--- src/rtl/xbee_frame_link_if.sv ---
// Host/radio-side signal bundle for xbee_frame_link.
// master: bench/host drives ND/Din/Send/Abort/Rx; slave: the link.
interface xbee_frame_link_if #(
   parameter int RW = 2
);
   logic          ND;
   logic [7:0]    Din;
   logic          Send;
   logic          Abort;
   logic          Rx;
   logic          DoutTx;
   logic          BusyFlag;
   logic          Full;
   logic [1:0]    conf_LCD;
   logic [RW-1:0] RetryCnt;
   logic          Done;

   modport master (
      output ND, Din, Send, Abort, Rx,
      input  DoutTx, BusyFlag, Full, conf_LCD, RetryCnt, Done
   );

   modport slave (
      input  ND, Din, Send, Abort, Rx,
      output DoutTx, BusyFlag, Full, conf_LCD, RetryCnt, Done
   );
endinterface

--- src/rtl/xbee_frame_link.sv ---
// XBee API frame sender with on-the-fly echo check and auto retry.
// Ports: Clk, Reset (sync, high); bus = ND/Din load, Send/Abort, Rx echo,
//        DoutTx UART, BusyFlag, Full, conf_LCD, RetryCnt, Done.
module xbee_frame_link #(
   parameter int CLK_HZ       = 100000000,
   parameter int BAUD         = 9600,
   parameter int PAYLOAD_MAX  = 16,
   parameter int MAX_RETRY    = 3,
   parameter int ECHO_TIMEOUT = 40
) (
   input  logic             Clk,
   input  logic             Reset,
   xbee_frame_link_if.slave bus
);
   localparam int DIV = CLK_HZ / BAUD;
   localparam int CW  = (DIV > 1) ? $clog2(DIV) : 1;
   localparam int AW  = (PAYLOAD_MAX > 1) ? $clog2(PAYLOAD_MAX) : 1;
   localparam int RW  = (MAX_RETRY > 0) ? $clog2(MAX_RETRY + 1) : 1;
   localparam int TW  = $clog2(ECHO_TIMEOUT + 1);

   localparam logic [CW-1:0] C_LAST = CW'(DIV - 1);
   localparam logic [CW-1:0] C_LOAD = CW'(DIV - DIV / 2);
   localparam logic [7:0]    P_MAX  = 8'(PAYLOAD_MAX);
   localparam logic [RW-1:0] R_MAX  = RW'(MAX_RETRY);
   localparam logic [TW-1:0] T_LAST = TW'(ECHO_TIMEOUT - 1);

   localparam logic [2:0] S_IDLE = 3'd0;
   localparam logic [2:0] S_TX   = 3'd1;
   localparam logic [2:0] S_WAIT = 3'd2;
   localparam logic [2:0] S_GAP  = 3'd3;
   localparam logic [2:0] S_OK   = 3'd4;
   localparam logic [2:0] S_FAIL = 3'd5;

   logic [2:0]    r_state;
   logic [7:0]    r_cnt;
   logic [7:0]    r_sum;
   logic          r_full;
   logic          r_busy;
   logic [1:0]    r_lcd;
   logic [RW-1:0] r_retry;
   logic          r_done;
   logic          r_dout;
   logic [CW-1:0] r_bitc;
   logic [3:0]    r_bit;
   logic [8:0]    r_byte;
   logic [TW-1:0] r_tbits;
   logic [7:0]    r_buf [PAYLOAD_MAX];

   logic          r_s1, r_s2, r_s3;
   logic          r_rxon;
   logic [CW-1:0] r_rxc;
   logic [3:0]    r_rxbit;
   logic [7:0]    r_rxsh;
   logic [8:0]    r_eidx;
   logic          r_err;

   logic [8:0]    w_len;
   logic [7:0]    w_chk;
   logic [7:0]    w_txbyte;
   logic          w_txbit;
   logic          w_idle_like;
   logic          w_send_ok;
   logic          w_nd_ok;
   logic          w_rx_run;

   // Running sum is kept at load time so CHK needs no adder tree.
   assign w_len       = {1'b0, r_cnt} + 9'd4;
   assign w_chk       = 8'hFF - r_sum;
   assign w_idle_like = (r_state == S_IDLE) || (r_state == S_OK) ||
                        (r_state == S_FAIL);
   assign w_send_ok   = bus.Send && !bus.Abort && w_idle_like &&
                        (r_cnt != 8'd0);
   assign w_nd_ok     = bus.ND && !bus.Abort && w_idle_like &&
                        !r_full && !w_send_ok;
   assign w_rx_run    = (r_state == S_TX) || (r_state == S_WAIT);

   function automatic logic [7:0] f_byte(input logic [8:0] idx);
      logic [8:0] j;
      j = idx - 9'd3;
      if (idx == 9'd0)               return 8'h7E;
      else if (idx == 9'd1)          return 8'h00;
      else if (idx == 9'd2)          return r_cnt;
      else if (idx == w_len - 9'd1)  return w_chk;
      else                           return r_buf[j[AW-1:0]];
   endfunction

   // Bit 0 = start, 1..8 = data LSB first, 9 = stop.
   always_comb begin
      w_txbyte = f_byte(r_byte);
      w_txbit  = 1'b1;
      if (r_bit == 4'd0)
         w_txbit = 1'b0;
      else if (r_bit <= 4'd8)
         w_txbit = w_txbyte[r_bit[2:0] - 3'd1];
   end

   always_ff @(posedge Clk) begin
      if (!Reset && w_nd_ok)
         r_buf[r_cnt[AW-1:0]] <= bus.Din;
   end

   // DoutTx is registered from the state, so the line lags the FSM
   // by one cycle; Abort/Reset force it high directly.
   always_ff @(posedge Clk) begin
      r_done <= 1'b0;
      if (Reset) begin
         r_state <= S_IDLE;
         r_cnt   <= '0;
         r_sum   <= '0;
         r_full  <= 1'b0;
         r_busy  <= 1'b0;
         r_lcd   <= 2'b00;
         r_retry <= '0;
         r_dout  <= 1'b1;
         r_bitc  <= '0;
         r_bit   <= '0;
         r_byte  <= '0;
         r_tbits <= '0;
      end else if (bus.Abort) begin
         r_state <= S_IDLE;
         r_busy  <= 1'b0;
         r_lcd   <= 2'b00;
         r_dout  <= 1'b1;
      end else begin
         if (w_nd_ok) begin
            r_cnt  <= r_cnt + 8'd1;
            r_sum  <= r_sum + bus.Din;
            r_full <= (r_cnt + 8'd1 == P_MAX);
         end
         case (r_state)
            S_TX: begin
               r_dout <= w_txbit;
               if (r_bitc == C_LAST) begin
                  r_bitc <= '0;
                  if (r_bit == 4'd9) begin
                     r_bit <= '0;
                     if (r_byte == w_len - 9'd1) begin
                        r_state <= S_WAIT;
                        r_byte  <= '0;
                        r_tbits <= '0;
                     end else begin
                        r_byte <= r_byte + 9'd1;
                     end
                  end else begin
                     r_bit <= r_bit + 4'd1;
                  end
               end else begin
                  r_bitc <= r_bitc + CW'(1);
               end
            end
            S_WAIT: begin
               r_dout <= 1'b1;
               if (r_err || (r_bitc == C_LAST && r_tbits == T_LAST &&
                             r_eidx != w_len)) begin
                  r_bitc <= '0;
                  if (r_retry == R_MAX) begin
                     r_state <= S_FAIL;
                     r_lcd   <= 2'b10;
                     r_busy  <= 1'b0;
                     r_done  <= 1'b1;
                  end else begin
                     r_state <= S_GAP;
                     r_retry <= r_retry + RW'(1);
                  end
               end else if (r_eidx == w_len) begin
                  r_state <= S_OK;
                  r_lcd   <= 2'b01;
                  r_busy  <= 1'b0;
                  r_done  <= 1'b1;
                  r_cnt   <= '0;
                  r_sum   <= '0;
                  r_full  <= 1'b0;
               end else if (r_bitc == C_LAST) begin
                  r_bitc  <= '0;
                  r_tbits <= r_tbits + TW'(1);
               end else begin
                  r_bitc <= r_bitc + CW'(1);
               end
            end
            S_GAP: begin
               r_dout <= 1'b1;
               if (r_bitc == C_LAST) begin
                  r_state <= S_TX;
                  r_bitc  <= '0;
                  r_bit   <= '0;
                  r_byte  <= '0;
               end else begin
                  r_bitc <= r_bitc + CW'(1);
               end
            end
            default: begin
               r_dout <= 1'b1;
               if (w_send_ok) begin
                  r_state <= S_TX;
                  r_busy  <= 1'b1;
                  r_lcd   <= 2'b11;
                  r_retry <= '0;
                  r_bitc  <= '0;
                  r_bit   <= '0;
                  r_byte  <= '0;
               end
            end
         endcase
      end
   end

   // Echo receiver: the counter is preloaded so its rollover lands
   // DIV/2 after the detected falling edge, then every DIV cycles.
   always_ff @(posedge Clk) begin
      if (Reset) begin
         r_s1    <= 1'b1;
         r_s2    <= 1'b1;
         r_s3    <= 1'b1;
         r_rxon  <= 1'b0;
         r_rxc   <= '0;
         r_rxbit <= '0;
         r_rxsh  <= '0;
         r_eidx  <= '0;
         r_err   <= 1'b0;
      end else begin
         r_s1 <= bus.Rx;
         r_s2 <= r_s1;
         r_s3 <= r_s2;
         if (!w_rx_run) begin
            r_rxon <= 1'b0;
            r_eidx <= '0;
            r_err  <= 1'b0;
         end else if (!r_rxon) begin
            if (r_s3 && !r_s2) begin
               r_rxon  <= 1'b1;
               r_rxc   <= C_LOAD;
               r_rxbit <= '0;
            end
         end else if (r_rxc == C_LAST) begin
            r_rxc <= '0;
            if (r_rxbit == 4'd0) begin
               if (r_s2)
                  r_rxon <= 1'b0;
               else
                  r_rxbit <= 4'd1;
            end else if (r_rxbit != 4'd9) begin
               r_rxsh  <= {r_s2, r_rxsh[7:1]};
               r_rxbit <= r_rxbit + 4'd1;
            end else begin
               r_rxon <= 1'b0;
               if (r_eidx != w_len) begin
                  r_eidx <= r_eidx + 9'd1;
                  if (!r_s2 || r_rxsh != f_byte(r_eidx))
                     r_err <= 1'b1;
               end
            end
         end else begin
            r_rxc <= r_rxc + CW'(1);
         end
      end
   end

   assign bus.DoutTx   = r_dout;
   assign bus.BusyFlag = r_busy;
   assign bus.Full     = r_full;
   assign bus.conf_LCD = r_lcd;
   assign bus.RetryCnt = r_retry;
   assign bus.Done     = r_done;
endmodule
--- src/flat_wrapper.sv ---
// flat-port wrapper written by rule: the top's interface ports become plain ports
module xbee_frame_link_flat 
#(
   parameter int CLK_HZ       = 100000000,
   parameter int BAUD         = 9600,
   parameter int PAYLOAD_MAX  = 16,
   parameter int MAX_RETRY    = 3,
   parameter int ECHO_TIMEOUT = 40
)
  (Clk, Reset, bus_ND, bus_Din, bus_Send, bus_Abort, bus_Rx, bus_DoutTx, bus_BusyFlag, bus_Full, bus_conf_LCD, bus_RetryCnt, bus_Done);
  xbee_frame_link_if bus_i ();
  input  logic Clk;
  input  logic Reset;
  input wire logic [$bits(bus_i.ND)-1:0] bus_ND;
  input wire logic [$bits(bus_i.Din)-1:0] bus_Din;
  input wire logic [$bits(bus_i.Send)-1:0] bus_Send;
  input wire logic [$bits(bus_i.Abort)-1:0] bus_Abort;
  input wire logic [$bits(bus_i.Rx)-1:0] bus_Rx;
  output wire logic [$bits(bus_i.DoutTx)-1:0] bus_DoutTx;
  output wire logic [$bits(bus_i.BusyFlag)-1:0] bus_BusyFlag;
  output wire logic [$bits(bus_i.Full)-1:0] bus_Full;
  output wire logic [$bits(bus_i.conf_LCD)-1:0] bus_conf_LCD;
  output wire logic [$bits(bus_i.RetryCnt)-1:0] bus_RetryCnt;
  output wire logic [$bits(bus_i.Done)-1:0] bus_Done;
  assign bus_i.ND = bus_ND;
  assign bus_i.Din = bus_Din;
  assign bus_i.Send = bus_Send;
  assign bus_i.Abort = bus_Abort;
  assign bus_i.Rx = bus_Rx;
  assign bus_DoutTx = bus_i.DoutTx;
  assign bus_BusyFlag = bus_i.BusyFlag;
  assign bus_Full = bus_i.Full;
  assign bus_conf_LCD = bus_i.conf_LCD;
  assign bus_RetryCnt = bus_i.RetryCnt;
  assign bus_Done = bus_i.Done;
  xbee_frame_link #(.CLK_HZ(CLK_HZ), .BAUD(BAUD), .PAYLOAD_MAX(PAYLOAD_MAX), .MAX_RETRY(MAX_RETRY), .ECHO_TIMEOUT(ECHO_TIMEOUT)) u_core (.Clk(Clk), .Reset(Reset), .bus(bus_i));
endmodule
--- config.mk ---
export PLATFORM = sky130hd
export DESIGN_NAME = xbee_frame_link_flat
export DESIGN_NICKNAME = d
export VERILOG_FILES = /design/src/rtl/xbee_frame_link_if.sv /design/src/rtl/xbee_frame_link.sv /design/src/flat_wrapper.sv
export SDC_FILE = /design/constraint.sdc
export NUM_CORES = 1
export LEC_CHECK = 0
export ABC_AREA = 1
export BUFFER_PORTS_ARGS = -buffer_cell sky130_fd_sc_hd__buf_4
export CAP_MARGIN = 10
export CORE_MARGIN = 3
export CORE_UTILIZATION = 65
export DETAILED_ROUTE_END_ITERATION = 12
export PLACE_DENSITY_LB_ADDON = 0.15
export SLEW_MARGIN = 25
export SYNTH_ARGS = -nofsm -noshare
export SYNTH_HDL_FRONTEND = slang
export SYNTH_SLANG_ARGS = --single-unit
--- constraint.sdc ---
create_clock -name Clk -period 9.17 [get_ports Clk]
set_input_delay 1.3755 -clock Clk [delete_from_list [all_inputs] [get_ports Clk]]
set_output_delay 1.3755 -clock Clk [all_outputs]
set_load 0.03 [all_outputs]
==> results.py <==
metrics = {
    "final_layout": {
        "utilization": 0.727,
        "syn2layout_area_growth_pct": 8.60,
        "nFillCells": 1540,
        "drive_gt1_frac": 0.0643,
        "final_cell_mix": "nand2_1, a21oi_1, inv_1",
        "nNetsFinal": 1757,
        "antenna_cells": 0,
        "final_common_cell": "nand2_1",
    },
    "worst_setup_path": {
        "crit_fanout": 56,
        "path_cells": "inv_2 > ha_1 > clkinv_1 > buf_4 > o21ai_0 > a21oi_1 > o21ai_0 > o21ai_0 > o21ai_0 > nand2_1 > nand3_1 > nand2_1 > nand2_1 > nand2_1 > nand2_1 > nand2_1 > nor2_1 > nand2_1 > nand2_1 > a21oi_1",
        "cp-start-kind": "flop",
        "crit_required_ns": 9.60,
        "crit_type": "reg2reg",
        "critPathMaxStageDelay_ns": 0.85,
        "critPathArrivalTime_ns": 5.32,
        "crit_top_cell": "nand2_1",
        "r2r_setup_slack_ns": 4.28,
        "critPathBufInv": 3,
        "cp_slowest_cell": "clkinv_1",
        "cp_top_family": "buffers and inverters",
        "end_kind": "flop",
    },
    "cts": {
        "post_cts_buffers": 0,
        "path_clk_slew_ns": 0.06,
        "insertion_delay_ns": 0.55,
        "htreeDepth": 1,
        "tritoncts": "built",
        "root_buffer": "clkbuf_16",
        "cts_hold_buf": 0,
        "cts.repair.resized": 0,
        "cts_buffer_depth": 3,
        "numClockSinks": 228,
        "cts_buffers": 25,
    },
    "synthesis": {
        "ys.flop_type": "edfxtp_1",
        "synth-edff-count": 128,
        "synth.net_count": 1767,
        "synth_top_area_frac": 0.291,
        "ys_seq_area_frac": 0.443,
        "syn_inst": 1716,
        "yosysUniqueCellTypes": 56,
        "synth.area.top_cells": "edfxtp_1, dfxtp_1, nand2_1, a21oi_1, o21ai_0",
        "syn_area_um2": 13200,
        "yosys.area.top_type": "edfxtp_1",
        "synth_warnings": 0,
        "synthArstFlopShare": 0,
        "synth_seq_cells": 228,
        "syn_avg_cell_area_um2": 7.70,
    },
    "outcome": {
        "outcome": "completed",
    },
    "global_routing": {
        "grtUsageTotal": 0.343,
        "grt-ovfl-total": 0,
        "grt_pass1_wl_mm": 60.6,
        "grt_pass1_vias": 11400,
        "grt_max_degree": 83,
        "antenna_found_initial": 0,
    },
    "die": {
        "die_x_um": 149,
        "num_rows": 51,
        "dieArea_um2": 22100,
        "coreArea_um2": 19700,
        "ios": 22,
        "start_util": 0.670,
        "dieHeight_um": 149,
    },
    "placed_design": {
        "port_buffers": 21,
        "gp_congestion": 0.975,
        "dp_hpwl_mm": 26.2,
    },
    "timing": {
        "period_needed_ns": 4.89,
        "finalSetupViolCount": 0,
        "fin_crit_sh": 0.533,
        "rsz0062_at_grt": "no",
        "max_slew.worst_pin.slew_ns": 1.11,
        "fmax_mhz": 205,
        "hold_viol_final": 0,
        "drv_slew": 0,
        "fin_worst_skew_ns": 0.0202,
        "relSlewSlack": 0.255,
        "fin_tns_setup_ns": 0,
    },
    "route": {
        "drcViolationCount": 0,
        "num_vias": 12400,
        "drt_first_pass_iters": 7,
        "drt_iter0_drc": 1558,
        "vias_per_cell": 6.23,
        "wl_per_cell_um": 19.1,
        "drtAntennaViolNets": 0,
        "postRouteWirelength_mm": 38.1,
    },
    "pwr": {
        "vdd_drop_max_v": 0.000221,
        "power.density_nw_per_um2": 158,
        "p_leak_nw": 5.47,
    },
    "job": {
        "maxCapViolations": 0,
    },
    "worst_hold_path": {
        "hold_path_class": "reg2reg",
    },
}
## worst reg2reg max path, cell delays in order (launching register included)
cell and delay (ns):
dfxtp_2 0.32, inv_2 0.69, ha_1 0.87, clkinv_1 0.85
buf_4 0.47, o21ai_0 0.13, a21oi_1 0.07, o21ai_0 0.19
o21ai_0 0.10, o21ai_0 0.30, nand2_1 0.09, nand3_1 0.10
nand2_1 0.09, nand2_1 0.06, nand2_1 0.06, nand2_1 0.06
nand2_1 0.05, nor2_1 0.10, nand2_1 0.06, nand2_1 0.06
a21oi_1 0.06
## path summary, 6_finish.rpt
check / depth (start not counted) / endpoint / from
min reg2reg: 1 / u_core.r_s2 / u_core.r_s1
max reg2reg: 20 / u_core.r_err / u_core.r_eidx[0]
min: 1 / u_core.r_s2 / u_core.r_s1
max: 20 / u_core.r_err / u_core.r_eidx[0]
## cell usage after synthesis (12+ instances only)
cell,instances
nand3_1,122
nor4_1,12
xor2_1,27
o21ai_0,158
edfxtp_1,128
a21oi_1,201
clkbuf_1,53
nand2_1,314
ha_1,36
nor2_1,155
a211oi_1,26
dfxtp_1,100
inv_1,198
nand4_1,19
nor3_1,28
## cells by family after synthesis
family          synth area share
fa+ha+maj                 0.0356
compound gates             0.186
simple gates               0.229
buf+inv                   0.0817
xor+xnor                  0.0246
flops                      0.443
## state kept, by name (all words and copies together) (netlist names), 6 cells and up
register	count
u_core.r_buf	128
u_core.r_bitc	14
u_core.r_rxc	14
u_core.r_byte	9
u_core.r_eidx	9
u_core.r_cnt	8
u_core.r_rxsh	8
u_core.r_sum	8
u_core.r_tbits	6
## metrics by stage
step	area, um^2	setup WS [ns]	hold WS [ns]	instances	power, W
4_1_cts	14300	4.52	0.418	1990	0.00227
6_report	14300	4.28	0.413	1990	0.00226
2_1_floorplan	13200	6.01	0.389	1716	0.00119
5_1_grt	14300	4.02	0.435	1990	0.00232
3_3_place_gp	13500	4.75	0.405	1944	0.00124
3_5_place_dp	13500	4.52	0.403	1944	0.00124
## where the power goes
part | internal (W) | switching [W] | total, W
clock | 0.000622 | 0.000421 | 0.00104
combinational | 0.0000336 | 0.0000875 | 0.000121
sequential | 0.00109 | 0.0000105 | 0.00110
total | 0.00174 | 0.000519 | 0.00226
## per-layer routing
metal,vias to the layer above,share of wire,track usage
met1,5664,0.41,0.497
li1,5853,-,-
met2,761,0.44,0.521
met4,0,0.028,0.0970
met5,-,0,0
met3,113,0.12,0.0789
## area by class of cell
cell class / count / area (um^2) / area share
inverters: 213 / 800 / 0.0557
flip-flops and latches: 228 / 5850 / 0.408
well taps: 265 / 332 / 0.0231
multi-input cells: 1208 / 6280 / 0.438
clock inverters: 19 / 213 / 0.0148
repair buffers: 30 / 225 / 0.0157
clock buffers: 27 / 643 / 0.0448
(Power assumes the default switching activity.)
